===== src/rtl/data_memory_bus_initiator.sv =====
// data_memory_bus_initiator
//
// Initiator end of the core's data memory bus. It takes one load or store at a time from the
// execute stage and turns it into a word-lane bus request with byte enables. It holds that
// request through responder stalls, then returns aligned, sign- or zero-extended load data.
//
// Parameters
//   TIMEOUT_CYCLES   cycles allowed in REQ+RESP before the access is aborted with an error
//                    (0 disables the timeout)
//
// Build option
//   DATA_BUS_MISALIGN_CHECK_EN  when defined, misaligned half/word accesses complete at once
//                               with core_error and generate no bus activity
//
// Ports
//   clock, reset          rising-edge clock, asynchronous active-high reset
//   core_read/core_write  start a load/store (sampled when core_busy = 0)
//   core_address          byte address
//   core_write_data       right-justified store data
//   core_size             00 byte, 01 half, 10 word, 11 illegal
//   core_unsigned         zero-extend (1) or sign-extend (0) load data
//   core_read_data        extended load result, held until the next load completes
//   core_busy             transaction in flight (REQ or RESP)
//   core_done             one-cycle completion pulse
//   core_error            qualifies core_done: the access failed
//   bus_address           word-aligned request address
//   bus_write_data        lane-replicated store data
//   bus_byte_enable       active byte lanes
//   bus_read_enable       read request
//   bus_write_enable      write request
//   bus_wait_req          responder stall; request held while high
//   bus_read_data         read data word
//   bus_valid             read data valid

module data_memory_bus_initiator #(
  parameter int unsigned TIMEOUT_CYCLES = 0
) (
  input  logic        clock,
  input  logic        reset,
  input  logic        core_read,
  input  logic        core_write,
  input  logic [31:0] core_address,
  input  logic [31:0] core_write_data,
  input  logic [1:0]  core_size,
  input  logic        core_unsigned,
  output logic [31:0] core_read_data,
  output logic        core_busy,
  output logic        core_done,
  output logic        core_error,
  output logic [31:0] bus_address,
  output logic [31:0] bus_write_data,
  output logic [3:0]  bus_byte_enable,
  output logic        bus_read_enable,
  output logic        bus_write_enable,
  input  logic        bus_wait_req,
  input  logic [31:0] bus_read_data,
  input  logic        bus_valid
);

  // Counter only has to hold 0 .. TIMEOUT_CYCLES-1.
  localparam int unsigned CountW = (TIMEOUT_CYCLES > 1) ? $clog2(TIMEOUT_CYCLES) : 1;
  localparam logic [CountW-1:0] CountLast = CountW'(TIMEOUT_CYCLES - 1);

  typedef enum logic [1:0] {StIdle, StReq, StResp, StDone} state_e;

  state_e             state_q, state_d;
  logic [31:0]        addr_q, addr_d;
  logic [31:0]        wdata_q, wdata_d;
  logic [3:0]         be_q, be_d;
  logic               re_q, re_d;
  logic               we_q, we_d;
  logic [1:0]         offset_q, offset_d;
  logic [1:0]         size_q, size_d;
  logic               unsigned_q, unsigned_d;
  logic [31:0]        rdata_q, rdata_d;
  logic               error_q, error_d;
  logic [CountW-1:0]  count_q, count_d;

  // Request decode from the core side (only used in IDLE/DONE).
  logic        req_any;
  logic        misalign;
  logic        illegal;
  logic [3:0]  lane_be;
  logic [31:0] lane_wdata;
  logic [1:0]  lane_offset;

  // Load alignment and extension.
  logic [31:0] shifted;
  logic [31:0] load_ext;
  logic        timeout_hit;

  assign req_any = core_read | core_write;

`ifdef DATA_BUS_MISALIGN_CHECK_EN
  assign misalign = ((core_size == 2'b01) & core_address[0]) |
                    ((core_size == 2'b10) & (core_address[1:0] != 2'b00));
`else
  assign misalign = 1'b0;
`endif

  assign illegal = (core_read & core_write) | (core_size == 2'b11) | misalign;

  always_comb begin
    lane_be     = 4'b1111;
    lane_wdata  = core_write_data;
    lane_offset = 2'b00;
    case (core_size)
      2'b00: begin
        lane_be     = 4'b0001 << core_address[1:0];
        lane_wdata  = {4{core_write_data[7:0]}};
        lane_offset = core_address[1:0];
      end
      2'b01: begin
        // Halves select their lane pair from a[1] only; a[0] is ignored.
        lane_be     = core_address[1] ? 4'b1100 : 4'b0011;
        lane_wdata  = {2{core_write_data[15:0]}};
        lane_offset = {core_address[1], 1'b0};
      end
      default: begin
        lane_be     = 4'b1111;
        lane_wdata  = core_write_data;
        lane_offset = 2'b00;
      end
    endcase
  end

  always_comb begin
    shifted  = bus_read_data >> {offset_q, 3'b000};
    load_ext = shifted;
    case (size_q)
      2'b00: load_ext = unsigned_q ? {24'h0, shifted[7:0]} : {{24{shifted[7]}}, shifted[7:0]};
      2'b01: load_ext = unsigned_q ? {16'h0, shifted[15:0]}
                                   : {{16{shifted[15]}}, shifted[15:0]};
      default: load_ext = shifted;
    endcase
  end

  assign timeout_hit = (TIMEOUT_CYCLES != 0) && (count_q == CountLast);

  always_comb begin
    state_d    = state_q;
    addr_d     = addr_q;
    wdata_d    = wdata_q;
    be_d       = be_q;
    re_d       = re_q;
    we_d       = we_q;
    offset_d   = offset_q;
    size_d     = size_q;
    unsigned_d = unsigned_q;
    rdata_d    = rdata_q;
    error_d    = error_q;
    count_d    = count_q;

    unique case (state_q)
      StIdle, StDone: begin
        if (state_q == StDone) begin
          state_d = StIdle;
        end
        if (req_any) begin
          if (illegal) begin
            state_d = StDone;
            error_d = 1'b1;
          end else begin
            state_d    = StReq;
            error_d    = 1'b0;
            addr_d     = {core_address[31:2], 2'b00};
            wdata_d    = lane_wdata;
            be_d       = lane_be;
            re_d       = core_read;
            we_d       = core_write;
            offset_d   = lane_offset;
            size_d     = core_size;
            unsigned_d = core_unsigned;
            count_d    = '0;
          end
        end
      end

      StReq: begin
        if (!bus_wait_req && we_q) begin
          re_d    = 1'b0;
          we_d    = 1'b0;
          state_d = StDone;
        end else if (timeout_hit) begin
          // Abort wins over a read accepted in the final cycle: no budget is left for RESP.
          re_d    = 1'b0;
          we_d    = 1'b0;
          error_d = 1'b1;
          state_d = StDone;
        end else if (!bus_wait_req) begin
          re_d    = 1'b0;
          we_d    = 1'b0;
          count_d = count_q + CountW'(1);
          state_d = StResp;
        end else begin
          count_d = count_q + CountW'(1);
        end
      end

      StResp: begin
        if (bus_valid) begin
          rdata_d = load_ext;
          state_d = StDone;
        end else if (timeout_hit) begin
          error_d = 1'b1;
          state_d = StDone;
        end else begin
          count_d = count_q + CountW'(1);
        end
      end

      default: state_d = StIdle;
    endcase
  end

  always_ff @(posedge clock or posedge reset) begin
    if (reset) begin
      state_q    <= StIdle;
      addr_q     <= '0;
      wdata_q    <= '0;
      be_q       <= '0;
      re_q       <= 1'b0;
      we_q       <= 1'b0;
      offset_q   <= '0;
      size_q     <= '0;
      unsigned_q <= 1'b0;
      rdata_q    <= '0;
      error_q    <= 1'b0;
      count_q    <= '0;
    end else begin
      state_q    <= state_d;
      addr_q     <= addr_d;
      wdata_q    <= wdata_d;
      be_q       <= be_d;
      re_q       <= re_d;
      we_q       <= we_d;
      offset_q   <= offset_d;
      size_q     <= size_d;
      unsigned_q <= unsigned_d;
      rdata_q    <= rdata_d;
      error_q    <= error_d;
      count_q    <= count_d;
    end
  end

  assign core_read_data   = rdata_q;
  assign core_busy        = (state_q == StReq) || (state_q == StResp);
  assign core_done        = (state_q == StDone);
  assign core_error       = (state_q == StDone) && error_q;
  assign bus_address      = addr_q;
  assign bus_write_data   = wdata_q;
  assign bus_byte_enable  = be_q;
  assign bus_read_enable  = re_q;
  assign bus_write_enable = we_q;

endmodule

===== config.mk =====
export PLATFORM = sky130hd
export DESIGN_NAME = data_memory_bus_initiator
export DESIGN_NICKNAME = d
export VERILOG_FILES = /design/src/rtl/data_memory_bus_initiator.sv
export SDC_FILE = /design/constraint.sdc
export NUM_CORES = 1
export LEC_CHECK = 0
export ABC_AREA = 1
export CORE_ASPECT_RATIO = 0.6
export CORE_MARGIN = 2
export CORE_UTILIZATION = 48
export DETAILED_ROUTE_END_ITERATION = 8
export PLACE_DENSITY = 0.93
export SKIP_LAST_GASP = 1
export SLEW_MARGIN = 20
export SYNTH_ARGS = -nofsm -noshare
export SYNTH_HDL_FRONTEND = slang
export SYNTH_SLANG_ARGS = --single-unit

===== constraint.sdc =====
create_clock -name clock -period 6.25 [get_ports clock]
set_clock_uncertainty 0.1 [all_clocks]
set_input_delay 1.25 -clock clock [delete_from_list [all_inputs] [get_ports clock]]
set_output_delay 1.25 -clock clock [all_outputs]
set_load 0.01 [all_outputs]

Word-level counts from Yosys, hierarchy flattened
Cells that the tools add are included.

Output and inout bits: 105. Memory bits (read-only): 0. Memories: 0. Bits in latches: 0. Bits of input ports: 105. Word-level logic and storage cells: 69. Flip-flop bits (word level): 108. Memory bits (writable): 0.

Bitwise operators: 5. Reductions and logical operators: 15. Order comparisons: 0. $mul: 0. Div/mod/pow operators: 0. $add $sub $neg: 0. Equality and inequality tests: 11. Shift-type cells: 2. Muxes and demuxes: 25.

Operators by type and width (count): $pmux 32 s2 (2); $mux 32 (2); $shr 32x5->32 (1); $mux 2 (6); $mux 1 (9); $pmux 4 s2 (1); $eq 2x1->1 const B (3); $eq 2x2->1 const B (3); $logic_not 2->1 (3); $ne 2x2->1 const B (3); $ne 3x3->1 const B (2); $pmux 2 s3 (1); $reduce_and 3->1 (2); $mux 4 (1); $pmux 1 s2 (2); $pmux 2 s2 (1); $reduce_and 2->1 (2); $reduce_and 4->1 (1); $reduce_or 2->1 (2); $shl 1x2->4 const A (1); $logic_and 1x1->1 (2); $not 1->1 (2); $or 1x1->1 (2); $reduce_bool 2->1 (1); other kinds (3) (3).

Depth between registers and ports, before layout
Gate-level depths: netlist of the first run.

Depth in word-level cells: 5. Mapped depth: 10. Depth with buffers taken out: 8.

Worst setup path before layout of the first run
Ideal clock, no wire load.

Path type: register to output. From: register state_q[0]. To: output core_busy. Data arrival time: 0.979 ns. Stages on the path, launching flop included: 5. Slack: 3.921 ns. Required time: 4.900 ns. Buffers on the path: 1. Cell sequence: dfrtp_1 inv_1 ha_1 clkbuf_2 inv_1.

Cells in the longest elaborated chain, start to end: 2. Elaborated cells on any way between the ends: 3. Those cells by class: eq/ne (2); reduce/logical (1).

Ends and longest elaborated chain: start: declaration (RTL line 66) `state_e state_q, state_d;`; start signal: assignment (RTL line 218) `state_q <= StIdle;`; start signal: assignment (RTL line 231) `state_q <= state_d;`; $eq 2x1->1 / $eq 2x2->1 (equally long branches) (RTL line 247) `assign core_busy = (state_q == StReq) || (state_q == StResp);`; $logic_or 1x1->1 * (RTL line 247); end: declaration (RTL line 47) `output logic core_busy,`.

Every way passes the cells marked *; elsewhere a longest branch is shown, timed or not.

Worst setup path after layout of the first run
Same ends and word-level chain as after synthesis.

==> impl_metrics.yaml, run 1 <==
synthesis:
  netlist.area_leader.share_pct: 49.7
  syn_inst: 696
  ys_seq_elements: 108
  synthTopCellsByArea: "dfrtp_1 (50%), nand2_1 (21%), nand3_1 (5.3%)"
  syn_area_per_cell_sq_um: 7.81
  netlist_area_sq_um: 5430
  ys.warnings.count: 0
  synth.largest_area_cell: "dfrtp_1"
  yosysSeqAreaShare_pct: 49.7
  synth_cell_types: 33
routing:
  drt-pass1-iter-count: 5
  drt_iter0_markers: 464
  ant_nets: 0
  wl_per_cell_um: 15.1
  vias: 5153
  totalWireLength_mm: 15.5
  vias_per_cell: 5.02
  drc: 0
cts:
  postCtsSetupBuffers: 0
  post_cts_resize_count: 0
  clock_sinks: 108
  numCtsBuffers: 9
  cts_tree: "built"
  clkTransAtPathRegs_ps: 70
  cts-root-buf: "clkbuf_16"
  cts-htree-levels: 3
  clock_latency_ps: 340
  clk_path_buf_depth: 2
  hold_buffers: 0
grt:
  grt_max_degree: 74
  grt_pass1_vias: 5017
  grt_pass1_wl_mm: 25.1
  grt.total_usage_pct: 26.1
  grt_overflow: 0
  antenna_found_initial: 0
timing:
  period_needed_ps: 3250
  tightest_slew_ps: 985
  max_freq_mhz: 308
  worst_slack_ps: 3000
  slew_headroom_pct: 34.3
  report.final.hold_viol_count: 0
  finalSetupTns_ps: 0
  report.final.slew_viol_count: 0
  period_share_pct: 51.9
  finalSetupViolCount: 0
  rsz0062_at_grt: "no"
critical_path:
  worstRegToRegCells: 6
  start_kind: "flop"
  setup.worst_path.class: "flop to output port"
  required_ps: 4900
  cp_max_fo: 7
  reg2reg_to: "core_read_data[16]"
  worstSetupEndpointType: "output port"
  r2r_slack_ps: 3760
  r2r-start: "offset_q[1]"
  arrival_ps: 1900
flow_run:
  maxCapViolations: 0
die:
  rows: 30
  coreArea_sq_um: 11100
  die_area_sq_um: 12200
  die_w_um: 141
  fp.dieH_um: 86.4
  start_util_pct: 48.7
  ios: 210
finish:
  drive_above_1_share_pct: 7.37
  syn_to_final_growth_pct: 42.6
  utilization_pct: 69.5
  finalNonFillerCells: 1026
  fin_nets: 985
  n_antenna_cell: 0
place:
  place_inst: 1010
  gp_congestion: 0.978
  pre_cts_slack_ps: 2680
  port_buffers: 207
  dp_hpwl_mm: 11.6
hold_path:
  hold_depth: 2
  worstHoldPathType: "flop to flop"
  hold_end: "bus_address[22]"
  hp-start: "bus_address[22]"
pwr:
  pwr-share-comb_pct: 52.9
  vdd.ir_drop.worst_v: 0.000258
  power_switching_w: 0.00158
  p_seq_share_pct: 32.4
  power.density_nw_per_um2: 507
  pwr-share-clk_pct: 14.7
  p_int_w: 0.00235
  power.share.switching_pct: 40.3
  p_leak_nw: 3.75
run_status:
  outcome: "finished, final reports clean"
placed cells by master (no fill, tap or decap), drive strengths merged, types with 3 or more instances in the layout:
master / count
o21ai: 20
buf: 3
dfrtp: 108
nand3: 64
nand2: 309
clkbuf: 10
a21oi: 26
inv: 44
clkdlybuf4s50: 207
a31oi: 10
o211ai: 7
or2: 25
ha: 3
nor2: 35
area by class of cell:
class,count,area (sq um)
sequential,108,2700
fill,919,3400
multi-input combinational,506,2310
timing repair buffer,210,2090
clock inverter,6,68.8
inverter,42,163
tap,144,180
clock buffer,10,229
metrics by stage:
step / instance area, sq um / total power, W / hold WS [ps]
2_1_floorplan: 5440 / 0.00242 / 363
3_3_place_gp: 7450 / 0.00329 / 354
3_5_place_dp: 7450 / 0.00335 / 357
4_1_cts: 7750 / 0.00394 / 376
5_1_grt: 7750 / 0.00423 / 408
6_report: 7750 / 0.00393 / 377
critical path: stages, from the launching register on:
cell	delay (ps)
dfrtp_1	400
inv_1	60
ha_1	440
inv_1	120
clkdlybuf4s50_1	530
how the worst max path moves through the flow:
stage | startpoint | to | slack [ps] | cells past startpoint
detailed placement | core_size[0] | offset_q[1] | 2680 | 5
global route | core_size[0] | offset_q[1] | 2710 | 5
finish | state_q[0] | core_busy | 3000 | 4
CTS | core_size[0] | offset_q[1] | 3000 | 5
floorplan | reset | bus_address[10] | 2050 | 1
global placement | core_size[0] | offset_q[1] | 2690 | 5
kinds of logic (layout without fill, tap and decap cells):
kind of cell	after synthesis	after routing	share of synthesized area [%]
buffers and inverters	83	268	7.83
AOI/OAI and AO/OA	66	66	6.77
and+or+nand+nor	435	435	34.9
DFF	108	108	49.7
adders and majority gates	3	3	0.691
other	1	2	0.0690
power by group through the flow:
| stage | combinational [W] | clock (W) | sequential, W |
|---|---|---|---|
| after floorplan | 0.00105 | 0 | 0.00137 |
| after global placement | 0.00202 | 0 | 0.00127 |
| after detailed placement | 0.00208 | 0 | 0.00128 |
| after CTS | 0.00208 | 0.000587 | 0.00127 |
| after global routing | 0.00230 | 0.000614 | 0.00132 |
| final | 0.00208 | 0.000578 | 0.00127 |
cell usage after synthesis:
library cell	number
ha_1	3
a21oi_1	26
or2_2	25
a22oi_1	2
nand3_1	57
clkbuf_1	6
buf_4	5
inv_1	38
nor2_4	2
nand2_1	304
inv_2	2
o211ai_1	7
buf_1	1
clkinv_1	1
nand3_4	1
nand2_2	3
nor2_8	1
dfrtp_1	108
buf_2	19
nor3_1	1
inv_4	1
nand3_2	6
o21bai_1	1
nor2_1	30
o21ai_1	10
a31oi_1	10
conb_1	1
nand2_4	2
clkbuf_2	1
o21ai_0	10
nor2_2	2
nand4_4	1
buf_6	9
flip-flops by register name, indices dropped and copies added, names as in the netlist, 2 cells and up:
name,cells
bus_write_data,32
core_read_data,32
bus_address,30
bus_byte_enable,4
offset_q,2
size_q,2
state_q,2
routing by layer:
| layer | global-route usage, % | vias to the layer above | part of all wire (%) |
|---|---|---|---|
| li1 | - | 2558 | - |
| met1 | 36.7 | 2345 | 45 |
| met2 | 39.6 | 239 | 42 |
| met3 | 9.78 | 11 | 12 |
| met4 | 4.36 | 0 | 0.70 |
| met5 | 0 | - | 0 |
Power figures use the tool's default switching activity.
==> run 2, diff against run 1 <==
Settings changed: CORE_UTILIZATION 48 to 40, PLACE_DENSITY 0.93 to 0.83.
Clock period 6.25 ns to 2.63 ns, I/O delays scaled along.
==> run 2 against run 1 <==
Effect of this change:
- worst setup slack lost 2700 ps
- power grew 140%
- critical path depth is the same
- critical path type unchanged
- largest cell class unchanged
- largest power group unchanged
==> impl_metrics.yaml, run 2 (synthesis results as in run 1) <==
run_status:
  outcome: "finished, final reports clean"
pwr:
  vdd.ir_drop.worst_v: 0.000538
  p_total_w: 0.00938
  power.density_nw_per_um2: 1190
  p_leak_nw: 3.82
routing:
  vias: 5177
  drt-pass1-iter-count: 5
  wl_per_cell_um: 15.2
  drc: 0
  vias_per_cell: 4.85
  totalWireLength_mm: 16.2
  ant_nets: 0
  drt_iter0_markers: 531
grt:
  grt_overflow: 0
  grt_max_degree: 67
  grt_pass1_wl_mm: 26.0
  grt_pass1_vias: 4997
  grt.total_usage_pct: 22.9
  antenna_found_initial: 1
cts:
  postCtsSetupBuffers: 0
  post_cts_resize_count: 0
  numCtsBuffers: 9
  clock_latency_ps: 340
  hold_buffers: 0
  clk_path_buf_depth: 2
  clock_sinks: 108
  cts-root-buf: "clkbuf_16"
  cts_tree: "built"
  clkTransAtPathRegs_ps: 80
  cts-htree-levels: 3
critical_path:
  arrival_ps: 1720
  required_ps: 2000
  worst_path_most_repeated_cell: "inv_1"
  max_stage_delay_ps: 550
  cp_max_fo: 4
  critPathBufInv: 3
  start_kind: "flop"
  slowest_stage: "clkdlybuf4s50_1"
  critical_path.top_delay_family: "buffers and inverters"
  setup.worst_path.class: "flop to output port"
  worstSetupEndpointType: "output port"
  cp_cell_sequence: "inv_1, ha_1, inv_1, clkdlybuf4s50_1"
finish:
  drive_above_1_share_pct: 8.82
  layout_common_cells: "nand2_1 (304), clkdlybuf4s50_1 (207), dfrtp_1 (108), nand3_1 (57), inv_1 (37)"
  multiInputGateArea_sq_um: 2310
  seq_area_sq_um: 2700
  fillCellCount: 1134
  fin_nets: 999
  syn_to_final_growth_pct: 45.6
  mostFrequentLayoutCell: "nand2_1"
timing:
  rsz0062_at_grt: "no"
  period_needed_ps: 2350
  tightest_slew_ps: 596
  report.final.hold_viol_count: 0
  slew_headroom_pct: 60.2
  finalSetupTns_ps: 0
  finalSetupViolCount: 0
  period_share_pct: 89.4
  max_freq_mhz: 426
  report.final.slew_viol_count: 0
hold_path:
  worstHoldPathType: "flop to flop"
die:
  rows: 32
  coreArea_sq_um: 13100
  die_w_um: 154
  die_area_sq_um: 14600
  fp.dieH_um: 94.3
  ios: 210
  start_util_pct: 41.6
place:
  port_buffers: 207
  gp_congestion: 0.915
  dp_hpwl_mm: 12.1
flow_run:
  maxCapViolations: 0
run 2: metal layers:
layer | vias up | global-route usage (%) | share of wire, %
li1 | 2575 | - | -
met1 | 2368 | 34.2 | 50
met2 | 223 | 32.1 | 40
met3 | 11 | 7.70 | 9.7
met4 | 0 | 4.24 | 0.69
met5 | - | 0 | 0
run 2: path summary, 6_finish.rpt:
check,start,endpoint,slack (ps),depth (start not counted)
worst max-delay path,state_q[0],core_busy,280,4
worst min-delay path,bus_write_data[0],bus_write_data[0],370,2
worst max register to register,state_q[0],bus_write_data[17],690,8
worst min register to register,bus_write_data[0],bus_write_data[0],370,2
max in group asynchronous,reset,bus_write_data[24],1230,3
min in group asynchronous,reset,bus_address[3],500,2
run 2: area by class of cell:
class                   instances  area share [%]
well taps                     170            2.69
repair buffers                224            28.3
flip-flops and latches        108            34.2
clock inverters                 5           0.538
inverters                      42            2.07
clock buffers                  11            3.07
diodes                          1          0.0316
multi-input cells             506            29.2
run 2: stage by stage:
stage | std cells | setup WS (ps) | utilization, % | cell area (sq um) | hold slack [ps]
finish | 1067 | 280 | 60.6 | 7910 | 372
global route | 1066 | 166 | 60.6 | 7910 | 399
CTS | 1066 | 260 | 60.6 | 7910 | 376
detailed placement | 1050 | 212 | 58.4 | 7620 | 358
global placement | 1050 | 287 | 58.4 | 7620 | 352
floorplan | 697 | 702 | - | 5440 | 363
run 2: tightest hold or removal path, stage by stage, from the launching register on:
cell     delay (ps)
dfrtp_1         350
nand2_1          50
nand2_1          40
run 2: where the power goes:
group / switching (W) / internal [W]
registers: 0.000494 / 0.00249
logic: 0.00264 / 0.00245
clock network: 0.000629 / 0.000680
